==> config.mk <==
export PLATFORM = sky130hd
export DESIGN_NAME = piso_sched_flat
export DESIGN_NICKNAME = d
export VERILOG_FILES = /design/src/rtl/piso_sched_if.sv /design/src/rtl/piso_sched.sv /design/src/flat_wrapper.sv
export SDC_FILE = /design/constraint.sdc
export NUM_CORES = 1
export LEC_CHECK = 0
export BUFFER_PORTS_ARGS = -buffer_cell sky130_fd_sc_hd__buf_4
export CORE_MARGIN = 1
export CORE_UTILIZATION = 50
export CTS_CLUSTER_DIAMETER = 50
export DETAILED_ROUTE_END_ITERATION = 10
export PLACE_DENSITY = 0.85
export SYNTH_ARGS = -nofsm -noshare
export SYNTH_HDL_FRONTEND = slang
export SYNTH_SLANG_ARGS = --single-unit
==> constraint.sdc <==
create_clock -name clk -period 1.5 [get_ports clk]
set_input_delay 0.225 -clock clk [delete_from_list [all_inputs] [get_ports clk]]
set_output_delay 0.225 -clock clk [all_outputs]
set_load 0.005 [all_outputs]
==> src/rtl/piso_sched_if.sv <==
// ============================================================================
// piso_sched_if : requester-side handshake bundle for piso_sched  (rev 1.0)
// ============================================================================
`default_nettype none

interface piso_sched_if #(
  parameter int W = 4
);
  logic         req0;
  logic         req1;
  logic [W-1:0] din0;
  logic [W-1:0] din1;
  logic         gnt0;
  logic         gnt1;

  modport master (output req0, req1, din0, din1, input gnt0, gnt1);
  modport slave  (input req0, req1, din0, din1, output gnt0, gnt1);
endinterface

`default_nettype wire

==> src/rtl/piso_sched.sv <==
// ============================================================================
// piso_sched : two-requester round-robin scheduler driving a PISO load port
// rev 1.0
// ============================================================================
`default_nettype none

module piso_sched #(
  parameter int W   = 4,
  parameter int GAP = 1
) (
  input  wire logic         clk,
  input  wire logic         rst,
  piso_sched_if.slave       bus,
  output logic              piso_load,
  output logic [W-1:0]      piso_pin,
  output logic              busy,
  output logic              done,
  output logic              owner,
  output logic [7:0]        frames
);

  localparam int CW = $clog2(W);
  localparam int GW = (GAP > 1) ? $clog2(GAP) : 1;
  localparam logic [CW-1:0] CNT_LAST = CW'(W - 1);
  localparam logic [GW-1:0] GAP_LAST = (GAP > 0) ? GW'(GAP - 1) : '0;

  typedef enum logic [1:0] {
    S_IDLE  = 2'd0,
    S_LOAD  = 2'd1,
    S_SHIFT = 2'd2,
    S_GAP   = 2'd3
  } state_t;

  state_t        state_q, state_d;
  logic          gnt0_q, gnt0_d, gnt1_q, gnt1_d;
  logic          load_q, load_d, busy_q, busy_d, done_q, done_d;
  logic          owner_q, owner_d, prev_q, prev_d;
  logic [W-1:0]  pin_q, pin_d;
  logic [7:0]    frames_q, frames_d;
  logic [CW-1:0] cnt_q, cnt_d;
  logic [GW-1:0] gcnt_q, gcnt_d;
  logic          win;

  always_comb begin
    state_d  = state_q;
    gnt0_d   = 1'b0;
    gnt1_d   = 1'b0;
    load_d   = 1'b0;
    done_d   = 1'b0;
    busy_d   = busy_q;
    owner_d  = owner_q;
    prev_d   = prev_q;
    pin_d    = pin_q;
    frames_d = frames_q;
    cnt_d    = cnt_q;
    gcnt_d   = gcnt_q;
    win      = (bus.req0 & bus.req1) ? ~prev_q : bus.req1;

    case (state_q)
      S_IDLE: begin
        if (bus.req0 | bus.req1) begin
          state_d = S_LOAD;
          pin_d   = win ? bus.din1 : bus.din0;
          owner_d = win;
          prev_d  = win;
          gnt0_d  = ~win;
          gnt1_d  = win;
          load_d  = 1'b1;
          busy_d  = 1'b1;
        end
      end
      S_LOAD: begin
        state_d = S_SHIFT;
        cnt_d   = CNT_LAST;
      end
      S_SHIFT: begin
        if (cnt_q == '0) begin
          frames_d = frames_q + 8'd1;
          if (GAP > 0) begin
            state_d = S_GAP;
            gcnt_d  = GAP_LAST;
          end else begin
            state_d = S_IDLE;
            busy_d  = 1'b0;
          end
        end else begin
          cnt_d  = cnt_q - CW'(1);
          // done is registered, so raise it one cycle ahead of the zero count
          done_d = (cnt_q == CW'(1));
        end
      end
      S_GAP: begin
        if (gcnt_q == '0) begin
          state_d = S_IDLE;
          busy_d  = 1'b0;
        end else begin
          gcnt_d = gcnt_q - GW'(1);
        end
      end
      default: state_d = S_IDLE;
    endcase
  end

  // prev resets to 1 so requester 0 wins the first tie
  always_ff @(posedge clk or negedge rst) begin
    if (!rst) begin
      state_q  <= S_IDLE;
      gnt0_q   <= 1'b0;
      gnt1_q   <= 1'b0;
      load_q   <= 1'b0;
      busy_q   <= 1'b0;
      done_q   <= 1'b0;
      owner_q  <= 1'b0;
      prev_q   <= 1'b1;
      pin_q    <= '0;
      frames_q <= 8'd0;
      cnt_q    <= '0;
      gcnt_q   <= '0;
    end else begin
      state_q  <= state_d;
      gnt0_q   <= gnt0_d;
      gnt1_q   <= gnt1_d;
      load_q   <= load_d;
      busy_q   <= busy_d;
      done_q   <= done_d;
      owner_q  <= owner_d;
      prev_q   <= prev_d;
      pin_q    <= pin_d;
      frames_q <= frames_d;
      cnt_q    <= cnt_d;
      gcnt_q   <= gcnt_d;
    end
  end

  assign bus.gnt0  = gnt0_q;
  assign bus.gnt1  = gnt1_q;
  assign piso_load = load_q;
  assign piso_pin  = pin_q;
  assign busy      = busy_q;
  assign done      = done_q;
  assign owner     = owner_q;
  assign frames    = frames_q;

endmodule

`default_nettype wire

==> src/flat_wrapper.sv <==
// flat-port wrapper written by rule: the top's interface ports become plain ports
module piso_sched_flat 
#(
  parameter int W   = 4,
  parameter int GAP = 1
)
  (clk, rst, piso_load, piso_pin, busy, done, owner, frames, bus_req0, bus_req1, bus_din0, bus_din1, bus_gnt0, bus_gnt1);
  piso_sched_if #(.W(W)) bus_i ();
  input  wire logic clk;
  input  wire logic rst;
  output logic piso_load;
  output logic [W-1:0] piso_pin;
  output logic busy;
  output logic done;
  output logic owner;
  output logic [7:0] frames;
  input wire logic [$bits(bus_i.req0)-1:0] bus_req0;
  input wire logic [$bits(bus_i.req1)-1:0] bus_req1;
  input wire logic [$bits(bus_i.din0)-1:0] bus_din0;
  input wire logic [$bits(bus_i.din1)-1:0] bus_din1;
  output wire logic [$bits(bus_i.gnt0)-1:0] bus_gnt0;
  output wire logic [$bits(bus_i.gnt1)-1:0] bus_gnt1;
  assign bus_i.req0 = bus_req0;
  assign bus_i.req1 = bus_req1;
  assign bus_i.din0 = bus_din0;
  assign bus_i.din1 = bus_din1;
  assign bus_gnt0 = bus_i.gnt0;
  assign bus_gnt1 = bus_i.gnt1;
  piso_sched #(.W(W), .GAP(GAP)) u_core (.clk(clk), .rst(rst), .bus(bus_i), .piso_load(piso_load), .piso_pin(piso_pin), .busy(busy), .done(done), .owner(owner), .frames(frames));
endmodule
; ---- Word level (Yosys, flattened, before mapping)
; Cells that the tools add are included.
; W data, S select, Z words.
[word_totals]
register_bits = 24
input_bits = 12
output_inout_bits = 18
wordCells = 60
[op_classes]
add_sub_neg = 3
eq_ne = 8
mux = 22
bitwise = 4
reduce_logical = 11
[op_table]
columns = cell, count
row1 = $mux W1, 13
row2 = $add A8 B1 Y8 const B, 1
row3 = $mux W2, 4
row4 = $pmux W2 S4, 1
row5 = $reduce_and A2 Y1, 4
row6 = $reduce_and A3 Y1, 2
row7 = $reduce_bool A2 Y1, 3
row8 = $eq A2 B1 Y1 const B, 2
row9 = $eq A2 B2 Y1 const B, 2
row10 = $logic_not A2 Y1, 2
row11 = $mux W4, 1
row12 = $ne A2 B1 Y1 const B, 2
row13 = $ne A2 B2 Y1 const B, 2
row14 = $pmux W1 S2, 2
row15 = $pmux W2 S2, 1
row16 = $not A1 Y1, 2
row17 = $sub A2 B1 Y2 const B, 1
row18 = $and A1 B1 Y1, 1
row19 = $or A1 B1 Y1, 1
row20 = $sub A1 B1 Y1 const B, 1

; ---- Depth between registers and ports, before layout
[logic_depth]
depth_word = 5
depth_mapped = 6
ltp_nobuf = 5

; ---- Least setup slack after synthesis
; OpenSTA, ideal clock, no wires.
[synth_timing]
path_kind = register to register
start = reg u_core.cnt_q[0]
end = reg u_core.state_q[1]
setup_ns = 0.125
arrival_ns = 1.258
t_required_ns = 1.375
setup_slack_ns = 0.117
path_stages_with_launch = 7
path_buffers = 1
period_less_slack_ns = 1.383
path_cell_list = dfrtp_1 > inv_1 > ha_1 > buf_4 > nor2b_1 > a21oi_1 > mux2_2
[synth_via]
elab_chain_len = 3
[synth_lines]
columns = item, line
row1 = "start, declared", piso_sched.sv:40  ; logic [CW-1:0] cnt_q, cnt_d;
row2 = "start signal, assigned", piso_sched.sv:130  ; cnt_q <= cnt_d;
row3 = $logic_not A2 Y1, piso_sched.sv:77  ; if (cnt_q == '0) begin
row4 = $ne A2 B1 Y1 (no line), -
row5 = $reduce_and A3 Y1 (no line), -
row6 = "end signal, assigned", piso_sched.sv:120  ; state_q <= state_d;
row7 = "end, declared", piso_sched.sv:34  ; state_t state_q, state_d;
; Every way passes these cells.
; A chain may end at the register's enable or synchronous reset.

; ---- Worst setup path in the final report
[layout_timing]
start = reg u_core.state_q[0]
end = reg u_core.frames_q[7] (netlist: u_core.frames[7])
[layout_via]
elab_chain_len = 2
[layout_lines]
columns = item, line
row1 = $eq A2 B2 Y1, piso_sched.sv:59  ; case (state_q)
row2 = $reduce_and A2 Y1 (no line), -
row3 = "end signal, assigned", piso_sched.sv:129  ; frames_q <= frames_d;
row4 = "end, declared", piso_sched.sv:39  ; logic [7:0] frames_q, frames_d;
; Every way passes these cells.

==> out/results.txt <==
Ys Warns - 0
Full die area - 0.00237 sq mm
Main synth FF type - dfrtp_1
Sw Pwr - 0.000795 W
Worst R2R Start - u_core.state_q[0]
Logic gate share of total power - 46.0%
DR pass1 iterations - 4
Slack of the worst reg-to-reg path - 0.06 ns
Post-route setup slack - 0.0615 ns
# rows - 16
GPL Wtd Cong - 0.751
Port Buffers - 29
Cells on worst reg2reg path - 6
Synth Register Bits - 23
Routed len/inst - 12.5 microns
Inserted Clock Buffers - 3
Critical R2R Capture - u_core.frames[7]
Initial core utilization - 54.4%
RSZ-0062 raised after global routing - yes
Hold path start - bus_din0[3]
Min Tclk post-route - 1.44 ns
Req. time, crit path - 1.74 ns
Power density cells - 1650 mW/mm^2
Switching share of total power - 34.2%
Post-Synthesis Cells - 91
Total number of vias - 791
Final hold vios - 0
Pin count of the biggest net entering global routing - 24
Period utilization - 95.9%
Sequential share of power - 42.0%
Dpl ws - 0.0413 ns
Final ANT Viol Nets - 0
Vias in the first global route - 802
Total track usage - 18.3%
CP max FO - 9
Crit path launch type - flop
Post-DP HPWL - 1.45 mm
Max Buffers Root-to-Sink - 2
Total gr overflow - 0
Clk slew on worst S/H paths - 0.12 ns
Net Count, Synth - 110
Vias/cell - 5.14
Setup TNS Final - 0 ns
Max-Cap Viols - 0
Hold EP - u_core.piso_pin[3]
Min-Delay Path Class - in2reg
Critical Path Max Stage Delay - 0.39 ns
Nets@finish - 147
Setup CP Type - reg2reg
Worst-skew pair later-pin latency - 0.30 ns
DRC viols - 0
Post-CTS setup buffer count - 0
Async SR Flop Fraction - 100%
EDFF count, synth - 0
Total wire length - 1.92 mm
Final setup violation count - 0
Initial antenna violation count - 0
Fin Clk Skew - 0.00222 ns
Final total power - 0.00233 W
Root buf cell - clkbuf_4
CTS tree - done
Worst IR Drop VDD - 1150 uV
Synth Cell Area - 0.00109 sq mm
Diodes inserted - 0
Area Overhead vs Synth - 29.5%
Cell Int Power - 0.00153 W
Sequential fraction of the synthesis area - 53.0%
Io pins - 30
Layout cells sized above 1 - 40.2%
Clock share of power - 11.9%
Avg Inst Size Synth - 12.0 sq um
Worst Hold Path Cells - 2
Worst slew pin tran - 0.339 ns
Pleak - 0.735 nW
Status - complete, no violations
DR iter-0 viols - 13
Core area - 0.00200 sq mm
Rel. slew slack - 77.4%
Slowest-stage cell, CP - dfrtp_1
First-pass GRT wire length - 3.34 mm
Height of the die - 48.7 microns
WHS - 0.140 ns
Critical path arrival - 1.68 ns
Final Max Tran Viols - 0
Clk sinks - 23
Cell chain of the critical path - inv_1 -> ha_1 -> buf_6 -> nand3_4 -> nor4_4 -> xor2_1
H-tree levels - 1
Fmax - 0.695 GHz
CP Capture Type - flop
Distinct cells, synth - 28
Die X - 48.7 microns
[final cells by class]
type	count	area, sq um
tap	27	33.8
clock inverter	1	5.00
clock buffer	3	22.5
timing repair buffer	34	262
fill	161	592
multi-input combinational	57	477
sequential	23	577
inverter	9	33.8
[registers in the layout (all words and copies together) (netlist names)]
register and flops:
u_core.frames 8, u_core.piso_pin 4, u_core.cnt_q 2, u_core.state_q 2
u_core.bus.gnt0 1, u_core.bus.gnt1 1, u_core.busy 1, u_core.done 1
u_core.owner 1, u_core.piso_load 1, u_core.prev_q 1
[layout by cell type, fill, tap and decap left out]
cell type and instances:
o21ai_0 2, ha_1 6, and2_0 1, nand2_1 5, clkbuf_4 3, buf_4 32
nor3_4 1, nor3_1 2, a21o_1 2, nand4_1 1, buf_6 1, o22a_2 1
nand3_1 2, ha_2 1, o21ai_2 1, inv_1 9, and2_2 1, dlygate4sd3_1 1
xor2_1 4, dfstp_2 1, a21oi_1 2, nor2_1 4, nand3_4 1, nor2b_1 1
mux2_2 3, o311ai_0 1, dfrtp_1 22, xnor2_1 4, nor4_4 1, clkinv_2 1
and2_1 3, a221o_1 4, a21oi_2 3
[worst max-delay path, delay by kind of cell (launching register included)]
kind / cells / cell delay [ns]
adders and majority gates: 1 / 0.21
buffers and inverters: 2 / 0.23
DFF: 1 / 0.39
xor gates and xnor gates: 1 / 0.16
and+or+nand+nor: 2 / 0.38
[Yosys cell counts (all sizes together) (2+ instances only)]
| master | number | share of area [%] |
|---|---|---|
| a221o | 4 | 3.7 |
| mux2 | 3 | 3.1 |
| nor2 | 4 | 1.4 |
| xnor2 | 4 | 3.2 |
| buf | 2 | 1.7 |
| ha | 7 | 8.0 |
| xor2 | 4 | 3.2 |
| nand2 | 5 | 1.7 |
| dfrtp | 22 | 51 |
| a21o | 2 | 1.4 |
| and2 | 5 | 3.0 |
| nor3 | 3 | 1.4 |
| o21ai | 3 | 1.7 |
| inv | 9 | 3.1 |
| a21oi | 5 | 3.0 |
| nand3 | 3 | 2.5 |
[what timing repair did]
action,CTS,global route
endpoints found under the setup margin,0,7
resized for setup,0,5
endpoints found under the hold margin,22,0
hold buffers,1,0
[layer usage]
metal  vias to the layer above  track usage (%)  share of wire [%]
met5                         -                0                  0
met4                         0             5.88                  0
met3                         0             2.83                3.4
met2                        20             34.0                 55
met1                       388             21.3                 42
li1                        383                -                  -
[power by group through the flow]
stage	Sequential, W	Clock, W	Combinational (W)
final	0.000978	0.000277	0.00107
after global routing	0.00101	0.000325	0.00119
after CTS	0.000977	0.000291	0.00105
after detailed placement	0.000984	0	0.00105
after global placement	0.000984	0	0.000997
after floorplan	0.000994	0	0.000616
[worst max-delay path by stage]
| stage | startpoint | to | slack [ns] | cells after the start |
|---|---|---|---|---|
| after floorplan | u_core.cnt_q[0] | u_core.state_q[1] | 0.12 | 6 |
| after global placement | u_core.state_q[0] | u_core.frames[7] | 0.11 | 6 |
| after detailed placement | u_core.state_q[0] | u_core.frames[5] | 0.04 | 6 |
| after CTS | u_core.state_q[0] | u_core.frames[5] | 0.01 | 6 |
| after global routing | u_core.state_q[1] | u_core.piso_pin[0] | -0.01 | 5 |
| final | u_core.state_q[0] | u_core.frames[7] | 0.06 | 6 |
[cell families (layout without fill, tap and decap cells)]
family                   after synthesis  after routing  synth area share (%)
flip-flops                            23             23                  53.0
XOR/XNOR                               8              8                  6.44
adder cells (fa/ha/maj)                7              7                  8.05
multiplexers                           3              3                  3.10
buffers and inverters                 11             47                  4.83
AO/OA/AOI/OAI                         16             16                  11.5
AND/OR/NAND/NOR                       23             23                  13.1
[per-stage QoR]
| step | utilization [%] | cell area, sq um | std cells |
|---|---|---|---|
| floorplan | - | 1090 | 91 |
| global placement | 67.5 | 1350 | 149 |
| detailed placement | 67.5 | 1350 | 149 |
| CTS | 69.4 | 1390 | 154 |
| global route | 70.4 | 1410 | 154 |
| finish | 70.4 | 1410 | 154 |
(Power assumes the default switching activity.)
